**src/rtl/pid_seq.sv**
```systemverilog
// Multi-cycle PID term sequencer: saturates one error sample per request, then computes
// P, I and D terms in successive states over one shared multiplier and one shared adder.
module pid_seq #(
    parameter int unsigned P_COEFF = 3,
    parameter int unsigned D_COEFF = 7
) (
    input  logic               clk,
    input  logic               rst_n,
    input  logic               err_vld_i,
    input  logic signed [15:0] error_i,
    input  logic               clr_I_i,
    output logic               busy_o,
    output logic               pid_vld_o,
    output logic signed [13:0] P_term_o,
    output logic signed [11:0] I_term_o,
    output logic signed [12:0] D_term_o,
    output logic signed [15:0] pid_o
);

    localparam logic [2:0] StIdle  = 3'd0;
    localparam logic [2:0] StSat   = 3'd1;
    localparam logic [2:0] StPterm = 3'd2;
    localparam logic [2:0] StIterm = 3'd3;
    localparam logic [2:0] StDterm = 3'd4;
    localparam logic [2:0] StSum   = 3'd5;

    localparam logic signed [13:0] PCoeff = 14'(P_COEFF);
    localparam logic signed [13:0] DCoeff = 14'(D_COEFF);

    logic [2:0]         state_q, state_d;
    logic [15:0]        err_reg_q, err_reg_d;
    logic [9:0]         err_sat_q, err_sat_d;
    logic [15:0]        integ_q, integ_d;
    logic [9:0]         prev_err_q, prev_err_d;
    logic signed [13:0] p_term_q, p_term_d;
    logic signed [11:0] i_term_q, i_term_d;
    logic signed [12:0] d_term_q, d_term_d;
    logic signed [15:0] pid_q, pid_d;
    logic               pid_vld_q, pid_vld_d;

    logic [9:0]         sat_val;
    logic [10:0]        d_diff;
    logic [6:0]         d_sat;
    logic signed [13:0] mul_a, mul_b, mul_p;
    logic signed [15:0] add_a, add_b, add_c, add_s;
    logic               integ_ovf;

    // 16 -> 10 bit saturation of the captured sample
    always_comb begin
        if (!err_reg_q[15] && (|err_reg_q[14:9])) begin
            sat_val = 10'h1FF;
        end else if (err_reg_q[15] && !(&err_reg_q[14:9])) begin
            sat_val = 10'h200;
        end else begin
            sat_val = err_reg_q[9:0];
        end
    end

    // Derivative difference at 11 bits, clamped to 7 bits
    always_comb begin
        d_diff = {err_sat_q[9], err_sat_q} - {prev_err_q[9], prev_err_q};
        if (!d_diff[10] && (|d_diff[9:6])) begin
            d_sat = 7'h3F;
        end else if (d_diff[10] && !(&d_diff[9:6])) begin
            d_sat = 7'h40;
        end else begin
            d_sat = d_diff[6:0];
        end
    end

    // Shared multiplier: err_sat * P in PTERM, D_sat * D in DTERM
    always_comb begin
        if (state_q == StDterm) begin
            mul_a = {{7{d_sat[6]}}, d_sat};
            mul_b = DCoeff;
        end else begin
            mul_a = {{4{err_sat_q[9]}}, err_sat_q};
            mul_b = PCoeff;
        end
        mul_p = mul_a * mul_b;
    end

    // Shared adder: integrator update in ITERM, final P + I + D in SUM
    always_comb begin
        add_a = '0;
        add_b = '0;
        add_c = '0;
        if (state_q == StIterm) begin
            add_a = integ_q;
            add_b = {{6{err_sat_q[9]}}, err_sat_q};
        end else if (state_q == StSum) begin
            add_a = {{2{p_term_q[13]}}, p_term_q};
            add_b = {{4{i_term_q[11]}}, i_term_q};
            add_c = {{3{d_term_q[12]}}, d_term_q};
        end
        add_s = add_a + add_b + add_c;
    end

    assign integ_ovf = (integ_q[15] == err_sat_q[9]) && (add_s[15] != integ_q[15]);

    always_comb begin
        state_d    = state_q;
        err_reg_d  = err_reg_q;
        err_sat_d  = err_sat_q;
        integ_d    = integ_q;
        prev_err_d = prev_err_q;
        p_term_d   = p_term_q;
        i_term_d   = i_term_q;
        d_term_d   = d_term_q;
        pid_d      = pid_q;
        pid_vld_d  = 1'b0;

        case (state_q)
            StIdle: begin
                if (err_vld_i) begin
                    err_reg_d = error_i;
                    state_d   = StSat;
                end
            end
            StSat: begin
                err_sat_d = sat_val;
                state_d   = StPterm;
            end
            StPterm: begin
                p_term_d = mul_p;
                state_d  = StIterm;
            end
            StIterm: begin
                if (clr_I_i) begin
                    integ_d  = '0;
                    i_term_d = '0;
                end else begin
                    integ_d  = integ_ovf ? integ_q : add_s;
                    i_term_d = integ_d[15:4];
                end
                state_d = StDterm;
            end
            StDterm: begin
                d_term_d   = mul_p[12:0];
                prev_err_d = err_sat_q;
                state_d    = StSum;
            end
            StSum: begin
                pid_d     = add_s;
                pid_vld_d = 1'b1;
                state_d   = StIdle;
            end
            default: begin
                state_d = StIdle;
            end
        endcase

        // Integrator clear applies in every state, not only ITERM
        if (clr_I_i) begin
            integ_d = '0;
        end
    end

    always_ff @(posedge clk or negedge rst_n) begin
        if (!rst_n) begin
            state_q    <= StIdle;
            err_reg_q  <= '0;
            err_sat_q  <= '0;
            integ_q    <= '0;
            prev_err_q <= '0;
            p_term_q   <= '0;
            i_term_q   <= '0;
            d_term_q   <= '0;
            pid_q      <= '0;
            pid_vld_q  <= 1'b0;
        end else begin
            state_q    <= state_d;
            err_reg_q  <= err_reg_d;
            err_sat_q  <= err_sat_d;
            integ_q    <= integ_d;
            prev_err_q <= prev_err_d;
            p_term_q   <= p_term_d;
            i_term_q   <= i_term_d;
            d_term_q   <= d_term_d;
            pid_q      <= pid_d;
            pid_vld_q  <= pid_vld_d;
        end
    end

    assign busy_o    = (state_q != StIdle);
    assign pid_vld_o = pid_vld_q;
    assign P_term_o  = p_term_q;
    assign I_term_o  = i_term_q;
    assign D_term_o  = d_term_q;
    assign pid_o     = pid_q;

endmodule
```
**config.mk**
```make
export PLATFORM = sky130hd
export DESIGN_NAME = pid_seq
export DESIGN_NICKNAME = d
export VERILOG_FILES = /design/src/rtl/pid_seq.sv
export SDC_FILE = /design/constraint.sdc
export NUM_CORES = 1
export LEC_CHECK = 0
export CORE_MARGIN = 2
export CORE_UTILIZATION = 58
export DETAILED_ROUTE_END_ITERATION = 16
export MAX_ROUTING_LAYER = met4
export PLACE_DENSITY = 0.9
export SLEW_MARGIN = 20
export SYNTH_ARGS = -nofsm -noshare
export SYNTH_HDL_FRONTEND = slang
export SYNTH_SLANG_ARGS = --single-unit
export TNS_END_PERCENT = 50
```
**constraint.sdc**
```tcl
create_clock -name clk -period 6.3 [get_ports clk]
set_input_delay 1.26 -clock clk [delete_from_list [all_inputs] [get_ports clk]]
set_output_delay 1.26 -clock clk [all_outputs]
set_load 0.01 [all_outputs]
```
Word-level counts from Yosys, hierarchy flattened
Cells that the tools add are included.
{ "classes": {"n_mul": 1, "n_addsub": 3, "n_eq_ne": 9, "muxes": 19, "reduce_logical": 18} }
{ "ops": {"columns": ["op", "count"], "rows": [
  ["$mux 16", 9],
  ["$add 16x16->16", 2],
  ["$mux 10", 2],
  ["$pmux 3 s5", 1],
  ["$mul 14x14->14", 1],
  ["$mux 14", 1],
  ["$mux 7", 2],
  ["$mux 12", 1],
  ["$sub 10x10->11", 1],
  ["$eq 3x2->1 const B", 2],
  ["$eq 3x3->1 const B", 2],
  ["$mux 3", 2],
  ["$reduce_and 6->1", 1],
  ["$reduce_or 6->1", 1],
  ["$logic_and 1x1->1", 5],
  ["$logic_not 1->1", 4],
  ["$ne 2x2->1 const B", 2],
  ["$reduce_and 2->1", 2],
  ["$reduce_and 4->1", 1],
  ["$reduce_or 4->1", 1],
  ["$eq 3x1->1 const B", 1],
  ["$logic_not 3->1", 1],
  ["$reduce_bool 3->1", 1],
  ["$reduce_bool 2->1", 1],
  ["3 further kinds", 3]
]} }
{ "totals": {"ff_bits": 111, "output_inout_bits": 57, "wordCells": 61, "input_bits": 20} }

Logic depth before layout (Yosys ltp)
{ "logic_depth": {"ltp_word": 10, "mapped_depth": 25, "ltp_nobuf": 24} }

Least setup slack after synthesis
No wires, ideal clock.
{ "synth_timing": {"kind": "flip-flop to flip-flop", "startpoint": "register err_sat_q[0]", "endpoint": "register d_term_q[11] (netlist: D_term_o[11])", "t_arrival_ps": 5001, "required_ps": 6164, "setup_time_ps": 136, "path_buffers": 1, "period_less_slack_ps": 5137, "path_slack_ps": 1163, "path_stages_with_launch": 26, "path_cell_list": "dfrtp_1 inv_1 ha_1 fa_1 nand2b_1 a21oi_1 o21ai_0 a21oi_1 xnor2_1 nand4_1 o21ai_0 clkbuf_1 o22ai_1 ha_1 inv_1 fa_1 inv_1 ha_1 a21o_1 a21oi_1 nor2b_1 o21a_1 o41ai_1 o21a_1 xnor2_1 o21ai_0"} }
{ "synth_between": {"elab_chain_cells": 8, "elab_cells_between_ends": 11, "classes_between": "add/sub: 1; mul: 1; mux: 3; reduce/logical: 6"} }
{ "synth_lines": {"columns": ["item", "line_no", "text"], "rows": [
  ["start: declaration", "32", "logic [9:0] err_sat_q, err_sat_d;"],
  ["start signal: assignment", "174", "err_sat_q <= err_sat_d;"],
  ["$sub 10x10->11", "61", "d_diff = {err_sat_q[9], err_sat_q} - {prev_err_q[9], prev_err_q};"],
  ["$reduce_and 4->1", "64", "end else if (d_diff[10] && !(&d_diff[9:6])) begin"],
  ["$logic_not 1->1", "64", null],
  ["$logic_and 1x1->1", "64", null],
  ["$mux 7", "64", null],
  ["$mux 7", "62", "if (!d_diff[10] && (|d_diff[9:6])) begin"],
  ["$mux 14 (*)", "73", "if (state_q == StDterm) begin"],
  ["$mul 14x14->14 (*)", "80", "mul_p = mul_a * mul_b;"],
  ["end signal: assignment", "179", "d_term_q <= d_term_d;"],
  ["end: declaration", "37", "logic signed [12:0] d_term_q, d_term_d;"]
]} }
Mark *: on every way between the ends. The rest lies on a longest branch, timed or not.
A chain may end at the register's enable or synchronous reset.

Final worst setup path
{ "layout_timing": {"startpoint": "register err_sat_q[0]", "endpoint": "register p_term_q[11] (netlist: P_term_o[11])"} }
{ "layout_between": {"elab_chain_cells": 8, "elab_cells_between_ends": 11, "classes_between": "add/sub: 1; mul: 1; mux: 3; reduce/logical: 6"} }
{ "layout_lines": {"columns": ["item", "line_no", "text"], "rows": [
  ["$sub 10x10->11", "61", null],
  ["$reduce_and 4->1", "64", null],
  ["$logic_not 1->1", "64", null],
  ["$logic_and 1x1->1", "64", null],
  ["$mux 7", "64", null],
  ["$mux 7", "62", null],
  ["$mux 14 (*)", "73", null],
  ["$mul 14x14->14 (*)", "80", null],
  ["end signal: assignment", "177", "p_term_q <= p_term_d;"],
  ["end: declaration", "35", "logic signed [13:0] p_term_q, p_term_d;"]
]} }
Marks and branches as above.

==> flow_summary.json <==
{
  "setup_viol_count_final": 0,
  "grt_usage": 0.287,
  "cp.required_ps": 6510,
  "rr_worst_depth": 25,
  "yosysSeqAreaShare": 0.386,
  "num_vias": 5940,
  "post-place-ws_ps": 769,
  "clk_latency_ps": 370,
  "status": "completed",
  "synth_edf_count": 0,
  "yosys_warnings": 0,
  "min_path_cells": 2,
  "synth.most_common_cell": "nand2_1",
  "cts_root_buffer": "clkbuf_16",
  "routed_wl_um": 17600,
  "rr_endpoint": "P_term_o[11]",
  "grt_max_degree": 75,
  "ir_worst_vdd_mv": 0.305,
  "synth_cell_type_count": 64,
  "leakagePower_nw": 3.99,
  "arrival_ps": 5840,
  "synthArstFlopShare": 1.00,
  "min_from": "pid_o[4]",
  "post_cts_buffers": 0,
  "grtUsageMet3": 0.0455,
  "hpwl_um": 12800,
  "cts_hold_buf": 0,
  "ys.flop_type": "dfrtp_1",
  "cap_violations": 0,
  "yosysTopAreaCellShare": 0.386,
  "rsz0062_at_grt": "no",
  "wl_per_cell_um": 17.5,
  "tritoncts": "yes",
  "gr-usage-met2": 0.475,
  "crit_type": "flip-flop to flip-flop",
  "io_buffers": 76,
  "drc": 0,
  "dieArea_um2": 13300,
  "synth_commonest_cells": "123 x nand2_1, 111 x dfrtp_1, 69 x o21ai_0",
  "numCtsBuffers": 9,
  "fin_crit_ps": 5630,
  "reg2reg_slack_ps": 670,
  "crit_slowest_cell": "fa_1",
  "grt_pass1_vias": 5901,
  "critical_path.max_stage_delay_ps": 500,
  "finalCritPeriodShare": 0.894,
  "use_met1": 0.357,
  "initial_core_util": 0.597,
  "ant_nets": 0,
  "final_nets": 919,
  "holdPathEnd": "pid_o[4]",
  "drtIter0Drc": 452,
  "slew_headroom": 0.271,
  "die_h_um": 115,
  "synthesis.area_um2": 7200,
  "finalMaxSlewViolations": 0,
  "synth_area_leaders": "dfrtp_1 39%, ha_1 7.5%, fa_1 7.0%, nand2_1 6.4%, o21ai_0 4.8%",
  "worst_slew_pin_slew_ps": 1090,
  "grt_pass1_wl_um": 28900,
  "antenna_cells": 0,
  "cp-start-kind": "flip-flop",
  "post_drt_via_cell_ratio": 5.92,
  "antenna_found_initial": 0,
  "timing.rr.start": "err_sat_q[0]",
  "post_cts_resized": 0,
  "grt.busiest_layer": "met2",
  "fin_tns_setup_ps": 0,
  "cp-end-kind": "flip-flop",
  "rows": 40,
  "finalWeightedCongestion": 0.967,
  "fp.dieW_um": 115,
  "io_pins": 77,
  "p_per_area_nw_per_um2": 563,
  "p_total_w": 0.00472,
  "setup_ws_ps": 666,
  "clock_sinks": 111,
  "path_clk_slew_ps": 70,
  "drt-pass1-iter-count": 5,
  "cp_max_fo": 12,
  "core_region_area_um2": 12100,
  "syn2layout_area_growth_pct": 16.4,
  "hold_path_class": "flip-flop to flip-flop",
  "h-tree-depth": 3,
  "clk_path_buf_depth": 2,
  "hold_violations": 0,
  "max_freq_mhz": 177,
  "syn_inst": 772,
  "synth_area_leader_cell": "dfrtp_1",
  "drive_gt1_frac": 0.0825,
  "skew_ps": 7.57,
  "fillers": 924,
  "avgSynthCellArea_um2": 9.33,
  "grt_overflow_total": 0,
  "synth-seq-cells": 111,
  "synthesis.nets": 860
}
registers in the layout (all words and copies together), names as in the netlist:
name,count
I_term_o,12
pid_o,16
P_term_o,14
err_sat_q,10
pid_vld_o,1
state_q,3
err_reg_q,16
D_term_o,13
prev_err_q,10
integ_q,16
worst max-delay path by stage:
stage | from | endpoint | slack, ps | cells after the start
detailed placement | err_sat_q[0] | P_term_o[11] | 770 | 25
global route | err_sat_q[0] | P_term_o[11] | 280 | 25
CTS | err_sat_q[0] | P_term_o[11] | 680 | 25
global placement | err_sat_q[0] | P_term_o[11] | 870 | 25
finish | err_sat_q[0] | P_term_o[11] | 670 | 25
floorplan | err_sat_q[0] | D_term_o[11] | 1160 | 25
stage by stage:
stage	utilization	hold slack [ps]	std cells	area (µm²)
final	0.695	473	1004	8380
after global routing	0.695	492	1004	8380
after CTS	0.695	479	1004	8380
after detailed placement	0.668	461	988	8060
after global placement	0.668	460	988	8060
after floorplan	-	454	772	7200
routing by layer:
| layer | part of all wire | up-vias |
|---|---|---|
| li1 | - | 2775 |
| met1 | 0.42 | 2913 |
| met2 | 0.49 | 211 |
| met3 | 0.059 | 41 |
| met4 | 0.027 | 0 |
| met5 | 0 | - |
cell families (layout without fill, tap and decap cells):
group                      count (synthesis)  after routing  share of synthesized area
AOI/OAI and AO/OA                        211            211                      0.185
xor gates and xnor gates                  31             31                     0.0398
adders and majority gates                 69             69                      0.146
buffers and inverters                     97            161                     0.0568
DFF                                      111            111                      0.386
muxes                                     33             33                     0.0500
and+or+nand+nor                          220            220                      0.137
layout by cell type (no fill, tap or decap), types with 3 or more instances in the layout:
master | Yosys | layout
a21o_1 | 10 | 10
o21ai_1 | 5 | 5
clkbuf_16 | 0 | 9
o41ai_1 | 3 | 3
nor3_1 | 7 | 7
xor2_1 | 10 | 10
nand4b_1 | 3 | 3
nand2b_1 | 7 | 7
o21bai_1 | 3 | 3
mux2_2 | 20 | 20
nand2_1 | 123 | 123
o21a_1 | 3 | 3
nand3_1 | 10 | 10
o21ai_0 | 69 | 69
or2_2 | 4 | 4
dfrtp_1 | 111 | 111
buf_4 | 4 | 10
a22o_1 | 5 | 5
a21oi_2 | 6 | 6
fa_1 | 25 | 25
a211oi_1 | 5 | 5
or3_1 | 4 | 4
inv_1 | 59 | 59
a21oi_1 | 50 | 50
clkdlybuf4s50_1 | 0 | 75
nor2b_1 | 9 | 9
mux2i_1 | 12 | 12
nor2_1 | 41 | 41
o211ai_1 | 9 | 9
a22oi_1 | 23 | 23
xnor2_1 | 19 | 19
ha_1 | 43 | 43
critical path, delay by kind of cell (launching register included):
family          cells  cell delay [ps]
fa+ha+maj           5             1710
flops               1              400
compound gates     11             2240
xor+xnor            2              340
simple gates        3              390
buf+inv             4              380
power by group:
part,total (W),internal (W),leakage [nW],switching [W]
combinational,0.00280,0.00124,2.40,0.00156
sequential,0.00130,0.000999,1.43,0.000298
clock,0.000628,0.000360,0.156,0.000268
layout make-up:
| class | count | area (µm²) | area share |
|---|---|---|---|
| Timing Repair Buffer | 85 | 826 | 0.0985 |
| Tap cell | 168 | 210 | 0.0251 |
| Clock buffer | 11 | 243 | 0.0290 |
| Inverter | 60 | 225 | 0.0269 |
| Multi-Input combinational cell | 564 | 4020 | 0.479 |
| Clock inverter | 5 | 81.3 | 0.00970 |
| Sequential cell | 111 | 2780 | 0.331 |
Power figures use the tool's default switching activity.
